### src/rtl/alu_op_sequencer.sv
// alu_op_sequencer: fetches two operands, drives the ALU for one cycle, writes the result back and updates flags
module alu_op_sequencer #(
  parameter int DATA_WIDTH = 8,
  parameter int ADDR_WIDTH = 2
) (
  input  logic                  clk,
  input  logic                  reset,
  input  logic                  op_valid,
  output logic                  op_ready,
  input  logic [3:0]            opcode,
  input  logic [ADDR_WIDTH-1:0] rs_a,
  input  logic [ADDR_WIDTH-1:0] rs_b,
  input  logic [ADDR_WIDTH-1:0] rd,
  output logic [ADDR_WIDTH-1:0] rf_raddr,
  input  logic [DATA_WIDTH-1:0] rf_rdata,
  output logic                  rf_we,
  output logic [ADDR_WIDTH-1:0] rf_waddr,
  output logic [DATA_WIDTH-1:0] rf_wdata,
  output logic [DATA_WIDTH-1:0] alu_in1,
  output logic [DATA_WIDTH-1:0] alu_in2,
  output logic                  alu_add,
  output logic                  alu_sub,
  output logic                  alu_and,
  output logic                  alu_or,
  output logic                  alu_xor,
  output logic                  alu_inv,
  output logic                  alu_clr,
  input  logic [DATA_WIDTH-1:0] alu_out,
  input  logic                  alu_overflow,
  output logic                  done,
  output logic                  err,
  output logic                  zero_flag,
  output logic                  carry_flag
);
  typedef enum logic [2:0] {IDLE, FETCH_A, FETCH_B, EXEC, WRITE} state_t;
  state_t state, state_next;
  logic [3:0] opc;
  logic [ADDR_WIDTH-1:0] ra, rb, rdq;
  logic [DATA_WIDTH-1:0] opa, opb, in1, result;
  logic carry_next, err_q, legal, exec;
  assign legal = opcode < 4'd7;
  always_ff @(posedge clk or negedge reset)
    if (!reset) state <= IDLE;
    else state <= state_next;
  always_comb begin
    state_next = state;
    case (state)
      IDLE:    state_next = (op_valid && legal) ? FETCH_A : IDLE;
      FETCH_A: state_next = FETCH_B;
      FETCH_B: state_next = EXEC;
      EXEC:    state_next = WRITE;
      default: state_next = IDLE;
    endcase
  end
  always_ff @(posedge clk or negedge reset)
    if (!reset) begin
      opc        <= '0;
      ra         <= '0;
      rb         <= '0;
      rdq        <= '0;
      opa        <= '0;
      opb        <= '0;
      in1        <= '0;
      result     <= '0;
      carry_next <= 1'b0;
      err_q      <= 1'b0;
      zero_flag  <= 1'b0;
      carry_flag <= 1'b0;
    end else begin
      err_q <= state == IDLE && op_valid && !legal;
      if (state == IDLE && op_valid) begin
        opc <= opcode;
        ra  <= rs_a;
        rb  <= rs_b;
        rdq <= rd;
      end
      if (state == FETCH_A) opa <= rf_rdata;
      if (state == FETCH_B) begin
        opb <= rf_rdata;
        in1 <= opa;
      end
      if (state == EXEC) begin
        result     <= alu_out;
        carry_next <= alu_overflow;
      end
      if (state == WRITE) begin
        zero_flag  <= result == '0;
        carry_flag <= carry_next;
      end
    end
  // opb only changes on entry to EXEC, so it doubles as the held in2 value
  assign alu_in1  = in1;
  assign alu_in2  = opb;
  assign exec     = state == EXEC;
  assign alu_add  = exec && opc == 4'd0;
  assign alu_sub  = exec && opc == 4'd1;
  assign alu_and  = exec && opc == 4'd2;
  assign alu_or   = exec && opc == 4'd3;
  assign alu_xor  = exec && opc == 4'd4;
  assign alu_inv  = exec && opc == 4'd5;
  assign alu_clr  = exec && opc == 4'd6;
  assign op_ready = state == IDLE;
  assign rf_raddr = state == FETCH_A ? ra : state == FETCH_B ? rb : '0;
  assign rf_we    = state == WRITE;
  assign rf_waddr = rf_we ? rdq : '0;
  assign rf_wdata = rf_we ? result : '0;
  assign done     = rf_we || err_q;
  assign err      = err_q;
endmodule

### config.mk
export PLATFORM = sky130hd
export DESIGN_NAME = alu_op_sequencer
export DESIGN_NICKNAME = d
export VERILOG_FILES = /design/src/rtl/alu_op_sequencer.sv
export SDC_FILE = /design/constraint.sdc
export NUM_CORES = 1
export LEC_CHECK = 0
export ABC_AREA = 1
export CORE_UTILIZATION = 45
export DETAILED_ROUTE_END_ITERATION = 6
export GPL_ROUTABILITY_DRIVEN = 0
export MAX_ROUTING_LAYER = met4
export PLACE_DENSITY = 0.78
export SETUP_SLACK_MARGIN = 0.05
export SLEW_MARGIN = 20
export SYNTH_ARGS = -nofsm -noshare
export SYNTH_HDL_FRONTEND = slang
export SYNTH_SLANG_ARGS = --single-unit
### constraint.sdc
create_clock -name clk -period 1.8 [get_ports clk]
set_input_delay 0.27 -clock clk [delete_from_list [all_inputs] [get_ports clk]]
set_output_delay 0.27 -clock clk [all_outputs]
set_load 0.1 [all_outputs]
==> reports/summary.md, run 1 <==
GRT
- **wire length of the first global-routing pass** 8380 um
- **number of antenna violations at the first check in global routing** 0
- **GRT Overall Usage** 22.4%
- **total grt overflow** 0
- **number of global-route vias before repair** 1831
- **largest net degree at the start of global routing** 33

Synthesis
- **mean instance size in the synthesized netlist** 8.81 um^2
- **number of register bits inferred by synthesis** 49
- **Mapped Cells** 244
- **Mapped Nets** 274
- **number of warning messages in the yosys log** 0
- **sequential fraction of the synthesis area** 57.0%
- **cell area after synthesis** 2150 um^2
- **unique cell type count in the Yosys netlist** 20

Timing
- **Final Skew** 12.5 ps
- **final critical-path setup slack** -22.5 ps
- **achievable frequency** 549 MHz
- **slew of the pin with the lowest slew margin** 419 ps
- **setup TNS** -22.5 ps
- **normalized max-slew margin** 72.1%
- **count of final max-slew check failures** 0
- **crit path time final** 1820 ps
- **period utilisation layout** 101%
- **Hold Fails Final Rpt** 0
- **unrepaired setup endpoints after global routing** true
- **Final setup viols** 1

Drt
- **vias per inst** 4.83
- **number of detailed-routing iterations run before antenna repair** 6
- **aggregate routed wire length** 5230 um
- **DRC Markers** 2
- **average wire length per cell after detail routing** 13.4 um
- **total via count after detailed routing** 1885
- **Detail Route Antenna Nets** 0
- **violation count after the first detailed-routing iteration** 125

Clock tree
- **clock tree from TritonCTS** built
- **later-pin clock latency in the skew report** 300 ps
- **root buffer cell** clkbuf_8
- **clk sinks** 49
- **CTS buffer count** 5
- **clock edge transition at the registers on the reported setup and hold paths** 100 ps
- **H-tree Lvls** 2
- **CTS max path bufs** 2

Run status
- **result of the run** finished, violations left
- **violations in the final reports** design-rule violations, negative setup slack

Layout
- **most common cell after layout, fill and taps aside** nand2_1
- **combined flip-flop and latch cell area** 1230 um^2
- **final antenna diode count** 0
- **area of the multi-input gates** 887 um^2
- **filler cell count** 255
- **area growth from synthesis to layout** 63.9%
- **number of nets at the end of the flow** 367
- **fraction of layout cells with a size suffix above 1** 35.5%
- **commonest cells after routing, fill and taps aside** nand2_1 (73), dfrtp_1 (46), buf_4 (38)

Critical path
- **crit path DAT** 1550 ps
- **launching element type of the critical path** flip-flop
- **slowest library cell on the worst path** dfrtp_1
- **critical register-to-register path endpoint** rdq[1]
- **R2R Setup Slk** 310 ps
- **data required time at the worst endpoint** 1530 ps
- **highest fanout seen on the critical path** 3
- **beginning of the critical path** state[2]
- **Worst R2R Path Depth** 6
- **Reg-to-Reg Start** state[2]
- **category of the worst setup path capture point** primary output
- **series of cell instances along the critical path** buf_4 > nand2_4 > clkinvlp_4 > or2_4 > buf_12
- **worst setup path class** flip-flop to primary output
- **delay of the slowest cell on the worst path** 430 ps
- **capture point of the worst path** done

Placed design
- **DPL Wire Length** 3590 um
- **IO buf count** 70

Floorplan
- **floorplan core area** 4470 um^2
- **standard-cell rows** 24
- **total die area** 5060 um^2
- **top-level I/O count** 71
- **starting utilization of the core area** 48.1%
- **width of the die** 71.1 um
- **DIE HEIGHT** 71.1 um

Min path
- **kind of path behind the tightest hold check** input port to asynchronous set/reset pin

Run
- **maximum capacitance violations** 0

sequential cells by signal, indices dropped and copies added (netlist names):
register,count
alu_in1,8
alu_in2,8
opa,8
result,8
opc,4
state,3
ra,2
rb,2
rdq,2
carry_flag,1
carry_next,1
err,1
zero_flag,1
per-stage QoR:
step                setup WS (ps)  hold slack (ps)  std cells  util [%]  cell area, um^2
finish                      -22.5              422        390      78.8             3530
global route                -58.9              449        390      78.8             3530
CTS                          29.6              428        382      76.9             3440
detailed placement            318              227        365      72.5             3240
global placement              334              231        365      72.5             3240
floorplan                    -358            -25.6        244         -             2300
layout make-up:
cell class                      count  share of cell area (%)
Inverter                           39                    4.47
Clock inverter                      3                   0.710
Clock buffer                        5                    1.95
Multi-Input combinational cell    148                    25.2
Timing Repair Buffer               94                    31.0
Tap cell                           52                    1.85
Sequential cell                    49                    34.9
synth_stat cells, drive strengths merged:
cell type / count / area, um^2
buf: 8 / 70.1
or2: 2 / 12.5
inv: 39 / 146
o21ai: 37 / 219
nor3: 4 / 20.0
nor2: 20 / 77.6
nand2: 77 / 294
dfrtp: 49 / 1230
a21oi: 1 / 5.00
nand3: 7 / 80.1
timing repair:
| item | CTS | global route |
|---|---|---|
| endpoints found under the hold margin | 17 | 0 |
| pin swaps | 1 | 3 |
| gates resized for setup | 8 | 8 |
| endpoints found under the setup margin | 17 | 20 |
| hold buffers | 1 | 0 |
| setup buffers | 8 | 8 |
logic make-up (layout without fill, tap and decap cells):
logic type / after synthesis / in the layout / share of synthesized area, %
compound gates: 38 / 38 / 10.4
buf+inv: 47 / 141 / 10.1
flops: 49 / 49 / 57.0
simple gates: 110 / 110 / 22.5
metal layers:
layer	wire, um	track usage, %	part of all wire, %	vias up
met3	221	3.42	4.2	10
li1	-	-	-	930
met5	0	-	0	-
met1	2180	28.1	42	886
met4	96	9.33	1.8	0
met2	2740	36.5	52	59
worst min-delay path by stage:
stage                      from    endpoint  slack, ps  depth (start not counted)
after floorplan           reset  alu_in1[0]        -30                          0
after global placement    reset  alu_in2[0]        230                          1
after detailed placement  reset  alu_in2[0]        230                          1
after CTS                 reset  alu_in2[0]        430                          2
after global routing      reset  alu_in2[0]        450                          2
final                     reset  alu_in2[0]        420                          2
critical path: cells and delay by family, from the launching register on:
family                 cells  cell delay, ps
and+or+nand+nor            2             380
DFF                        1             430
buffers and inverters      3             450
Power of run 1 is left out: the tool's default activity adds up to more than one toggle a clock period on the data nets, which glitch-free logic cannot reach.
==> inputs of run 2 (changes only) <==
Settings changed: CAP_MARGIN from default to 20.
==> results of run 2 <==
Same layout as run 1: the final DEF is identical, and so are final timing and power.
Power of run 2 is left out for the same reason.
